`config.mk`:
```
export PLATFORM = sky130hd
export DESIGN_NAME = fifo_wr_arbiter
export DESIGN_NICKNAME = d
export VERILOG_FILES = /design/src/rtl/fifo_wr_arbiter.sv
export SDC_FILE = /design/constraint.sdc
export NUM_CORES = 1
export LEC_CHECK = 0
export BUFFER_PORTS_ARGS = -buffer_cell sky130_fd_sc_hd__buf_2
export CELL_PAD_IN_SITES_DETAIL_PLACEMENT = 1
export CELL_PAD_IN_SITES_GLOBAL_PLACEMENT = 2
export CORE_UTILIZATION = 25
export DETAILED_ROUTE_END_ITERATION = 7
export PLACE_DENSITY = 0.92
export SLEW_MARGIN = 40
export SYNTH_ARGS = -nofsm -noshare
export SYNTH_HDL_FRONTEND = slang
export SYNTH_SLANG_ARGS = --single-unit
```
`constraint.sdc`:
```
create_clock -name wclk -period 7.2 [get_ports wclk]
set_clock_uncertainty 0.1 [all_clocks]
set_input_delay 1.44 -clock wclk [delete_from_list [all_inputs] [get_ports wclk]]
set_output_delay 1.44 -clock wclk [all_outputs]
set_load 0.005 [all_outputs]
```
`src/rtl/fifo_wr_arbiter.sv`:
```
// Write-side controller for the async FIFO. It arbitrates the single fifomem
// write port among NREQ requesters using round-robin with bounded bursts, owns
// the binary/Gray write pointer, and computes the registered full flag against
// the read pointer already synchronised into the write clock domain.
module fifo_wr_arbiter #(
    parameter int unsigned DATASIZE = 8,
    parameter int unsigned ADDRSIZE = 4,
    parameter int unsigned NREQ     = 4,
    parameter int unsigned MAXBURST = 4
) (
    input  logic                         wclk,
    input  logic                         wrst,
    input  logic [NREQ-1:0]              req,
    input  logic [NREQ*DATASIZE-1:0]     wdata_in,
    input  logic [ADDRSIZE:0]            wq2_rptr,
    output logic [NREQ-1:0]              ack,
    output logic                         winc,
    output logic [ADDRSIZE-1:0]          waddr,
    output logic [DATASIZE-1:0]          wdata,
    output logic                         wfull,
    output logic [ADDRSIZE:0]            wptr,
    output logic [$clog2(NREQ)-1:0]      owner
);

    localparam int unsigned OW = $clog2(NREQ);
    localparam int unsigned PW = ADDRSIZE + 1;
    localparam int unsigned BW = (MAXBURST > 1) ? $clog2(MAXBURST) : 1;

    typedef enum logic {
        S_IDLE  = 1'b0,
        S_GRANT = 1'b1
    } state_t;

    state_t              r_state;
    state_t              w_state_next;

    logic [OW-1:0]       r_owner;
    logic [OW-1:0]       r_rr_last;
    logic [BW-1:0]       r_burst_cnt;
    logic [PW-1:0]       r_wbin;
    logic [PW-1:0]       r_wptr;
    logic                r_wfull;

    logic [DATASIZE-1:0] w_slice [NREQ];
    logic [OW-1:0]       w_pick;
    logic                w_pick_found;
    int unsigned         w_pick_idx;
    logic                w_req_any;
    logic                w_req_own;
    logic                w_burst_last;
    logic                w_winc;
    logic [PW-1:0]       w_wbinnext;
    logic [PW-1:0]       w_wgnext;
    logic                w_full_next;

    // Split the flat data bus into one word per requester
    for (genvar g = 0; g < NREQ; g++) begin : g_slice
        assign w_slice[g] = wdata_in[g*DATASIZE +: DATASIZE];
    end

    // Round-robin pick: first requester above the last grant, wrapping
    always_comb begin
        w_pick       = r_rr_last;
        w_pick_found = 1'b0;
        w_pick_idx   = 0;
        for (int unsigned k = 1; k <= NREQ; k++) begin
            w_pick_idx = (32'(r_rr_last) + k) % NREQ;
            if (!w_pick_found && req[OW'(w_pick_idx)]) begin
                w_pick       = OW'(w_pick_idx);
                w_pick_found = 1'b1;
            end
        end
    end

    assign w_req_any    = |req;
    assign w_req_own    = req[r_owner];
    assign w_burst_last = (r_burst_cnt == BW'(MAXBURST - 1));

    // Write strobe only for the owner, never while full or in reset
    assign w_winc = (r_state == S_GRANT) & w_req_own & ~r_wfull & ~wrst;

    // Next pointer values and full compare, including any same-cycle write
    assign w_wbinnext  = r_wbin + PW'(w_winc);
    assign w_wgnext    = (w_wbinnext >> 1) ^ w_wbinnext;
    assign w_full_next = (w_wgnext == {~wq2_rptr[ADDRSIZE:ADDRSIZE-1],
                                       wq2_rptr[ADDRSIZE-2:0]});

    // FSM state register
    always_ff @(posedge wclk) begin
        if (wrst) begin
            r_state <= S_IDLE;
        end else begin
            r_state <= w_state_next;
        end
    end

    // FSM next state: grant on any request, release on drop or burst cap
    always_comb begin
        w_state_next = r_state;
        case (r_state)
            S_IDLE: begin
                if (w_req_any) begin
                    w_state_next = S_GRANT;
                end
            end
            S_GRANT: begin
                if (!w_req_own) begin
                    w_state_next = S_IDLE;
                end else if (w_winc && w_burst_last) begin
                    w_state_next = S_IDLE;
                end
            end
            default: w_state_next = S_IDLE;
        endcase
    end

    // Grant bookkeeping: owner, round-robin pointer and burst counter
    always_ff @(posedge wclk) begin
        if (wrst) begin
            r_owner     <= '0;
            r_rr_last   <= OW'(NREQ - 1);
            r_burst_cnt <= '0;
        end else if ((r_state == S_IDLE) && w_req_any) begin
            r_owner     <= w_pick;
            r_rr_last   <= w_pick;
            r_burst_cnt <= '0;
        end else if (w_winc) begin
            r_burst_cnt <= r_burst_cnt + BW'(1);
        end
    end

    // Write pointer (binary and Gray) and registered full flag
    always_ff @(posedge wclk) begin
        if (wrst) begin
            r_wbin  <= '0;
            r_wptr  <= '0;
            r_wfull <= 1'b0;
        end else begin
            r_wbin  <= w_wbinnext;
            r_wptr  <= w_wgnext;
            r_wfull <= w_full_next;
        end
    end

    // One-hot acknowledge to the owner on each write
    always_comb begin
        ack = '0;
        if (w_winc) begin
            ack[r_owner] = 1'b1;
        end
    end

    assign winc  = w_winc;
    assign waddr = r_wbin[ADDRSIZE-1:0];
    assign wdata = w_slice[r_owner];
    assign wfull = r_wfull;
    assign wptr  = r_wptr;
    assign owner = r_owner;

endmodule

```
==> run metrics <==
outcome=complete, no violations; Pint=roughly 180 uW; gr ovfl total=0; Startpoint Class=input pin; CTS Buf Count=3; nets=217; number of synthesized flops with an enable pin=0; initial antenna violation count=0; Crit. End Element=output pin; Crit Path Class=in2out; core box area=0.00412 mm2; layout cells sized above 1=50.6%; unrepaired setup endpoints after global routing=no; Hold Crit Class=reg2reg; Yosys cell types=33; Seq/Total Area, Yosys=30.8%; First DRT Iteration DRCs=25; Period minus WS final=4.15 ns; Syn Inst Count=104; PwrDens=163 mW/mm2; DRC=0; Top-Level Pins=68; pre-CTS setup slack=3.06 ns; Starting Density=a little over a quarter; Overall Power=between 200 and 250 uW; Worst-Skew Late Latency=0.25 ns; IR Drop Worst-Case VDD=slightly above 0.00005 V; CP Data Required Time=roughly 5.7 ns; Max stage delay on crit path=0.53 ns; post-CTS setup buffers=0; Synth Cell Area=0.00110 mm2; vias in the first global route=960; synthesized net count=150; switch share=between 20 and 30%; Antenna Nets Post-Route=0; Final Worst Setup Slack=3.05 ns; register bit count reported by yosys=17; root buffer cell=clkbuf_8; port bufs=67; synth warn=0; largest net degree at the start of global routing=18; chip width=68.5 um; max cap viols=0; Ant. Diodes=0; Max Buffers Root-to-Sink=2; H-tree Lvls=1; total die area=0.00469 mm2; placed insts=roughly 220; dpl hpwl=~2300 um; Post-Route Setup TNS=0 ns; actual slew at the worst max-slew pin=0.730 ns; main area contributors after synthesis=dfxtp_1, mux4_2, xnor2_1; GRT Total Usage=12.3%; RePlAce Congestion=between 0.7 and 0.8; area share of the largest cell type after synthesis=30.8%; routed wirelength normalized by instance count=around 13 um; via count=1,020; sequential power share=between 40 and 50%; Clock Sinks=17; hold_ws=about 0.45 ns; clock-pin slew on the worst setup and hold paths=roughly 0.060 ns; Pre-antenna DRT Iters=3; Final Max Slew Viols=0; worst path bufs/invs=3; slew margin rel.=slightly above 50%; Clk network pwr share=around 28%; Pleak=0.708 nW; fin crit share=57.6%; Die Y-Extent=68.5 um; delay-heaviest family, CP=multiplexers; asr flop ratio synth=0%; post-cts resize count=0; final hold vios=0; top cells by count, synth=dfxtp_1, nor2_1, mux4_2; WL final=slightly below 3000 um; Final Cell Area=0.00152 mm2; Core Rows=23; syn avg cell area=10.6 um2; Comb power frac=27.4%; CP arrival=~2.6 ns; worst-path maximum fanout=6; top_reg_cell synth=dfxtp_1; fill count=roughly 500; vias per cell=between 4 and 5; first-pass GRT wire length=4280 um; Non-Filler Instances=220; cell taking the most area after synthesis=dfxtp_1; cell with the most instances after synthesis=dfxtp_1; placed cell areas=~0.0015 mm2; P_sw=68.0 uW; Hold Buf Count CTS=0; final setup violation count=0; crit-path cells=buf_2 > mux4_2 > nand3_4 > inv_1 > and3_1 > buf_2; Synth-to-Final Area Change=37.6%; Util after Layout=36.9%; Crit-path slowest cell=mux4_2; CTS tree=yes; Most common cell on crit path=buf_2; fmax=about 0.24 GHz
-- worst min-delay path, cell delays in order, from the launching register on --
cell and delay, ns:
dfxtp_1 0.33, mux2i_1 0.09, nor3_2 0.09
-- placed cells by master, fill, tap and decap left out, types with 5 or more instances in the layout --
| master | Yosys | final |
|---|---|---|
| buf_2 | 1 | 67 |
| nor2_1 | 12 | 12 |
| xor2_1 | 5 | 5 |
| mux4_2 | 10 | 10 |
| a21oi_1 | 5 | 5 |
| xnor2_1 | 6 | 6 |
| nand2b_1 | 8 | 8 |
| dfxtp_1 | 17 | 17 |
-- registers in the layout, summed over array words and instances, names as in the netlist --
name and cells:
owner 2, wfull 1, r_burst_cnt 2, r_state 1, r_wbin 5, r_rr_last 2, wptr 4
-- kinds of logic (layout without fill, tap and decap cells) --
group                      after synthesis  in the layout  synth area share (%)
and+or+nand+nor                         38             38                  19.7
xor gates and xnor gates                13             13                  12.3
buffers and inverters                    8             74                  3.51
AOI/OAI and AO/OA                       14             14                  8.95
muxes                                   11             11                  21.3
DFF                                     17             17                  30.8
adders and majority gates                3              3                  3.40
-- power by group through the flow --
| stage | Clock, mW | Sequential (mW) | Combinational (mW) |
|---|---|---|---|
| 2_1_floorplan | 0 | 0.106 | 0.0481 |
| 3_3_place_gp | 0 | 0.113 | 0.0681 |
| 3_5_place_dp | 0 | 0.114 | 0.0688 |
| 4_1_cts | 0.0717 | 0.112 | 0.0692 |
| 5_1_grt | 0.0786 | 0.113 | 0.0772 |
| 6_report | 0.0689 | 0.111 | 0.0681 |
-- layer usage --
metal,global-route usage (%),part of all wire [%],wire length [um],vias to the layer above
li1,-,-,-,509
met1,15.5,43,1260,482
met2,20.6,51,1490,27
met3,2.50,5.4,158,2
met4,3.91,0.27,8,0
met5,0,0,0,-
-- cell type report --
type | count | area (um2) | share of cell area [%]
clock buffer | 4 | 45.0 | 2.96
tap | 50 | 62.6 | 4.12
inverter | 3 | 11.3 | 0.741
multi-input combinational | 79 | 726 | 47.7
sequential | 17 | 340 | 22.4
timing repair buffer | 67 | 335 | 22.1
-- path summary, 6_finish.rpt --
kind                                     start              to  slack [ns]  cells past startpoint
worst max-delay path                    req[3]          ack[3]        3.05                      6
worst min-delay path            r_burst_cnt[1]  r_burst_cnt[1]        0.45                      2
worst max register to register        owner[0]           wfull        3.87                      9
worst min register to register  r_burst_cnt[1]  r_burst_cnt[1]        0.45                      2
Note: power is estimated with default switching activity, not from simulation.
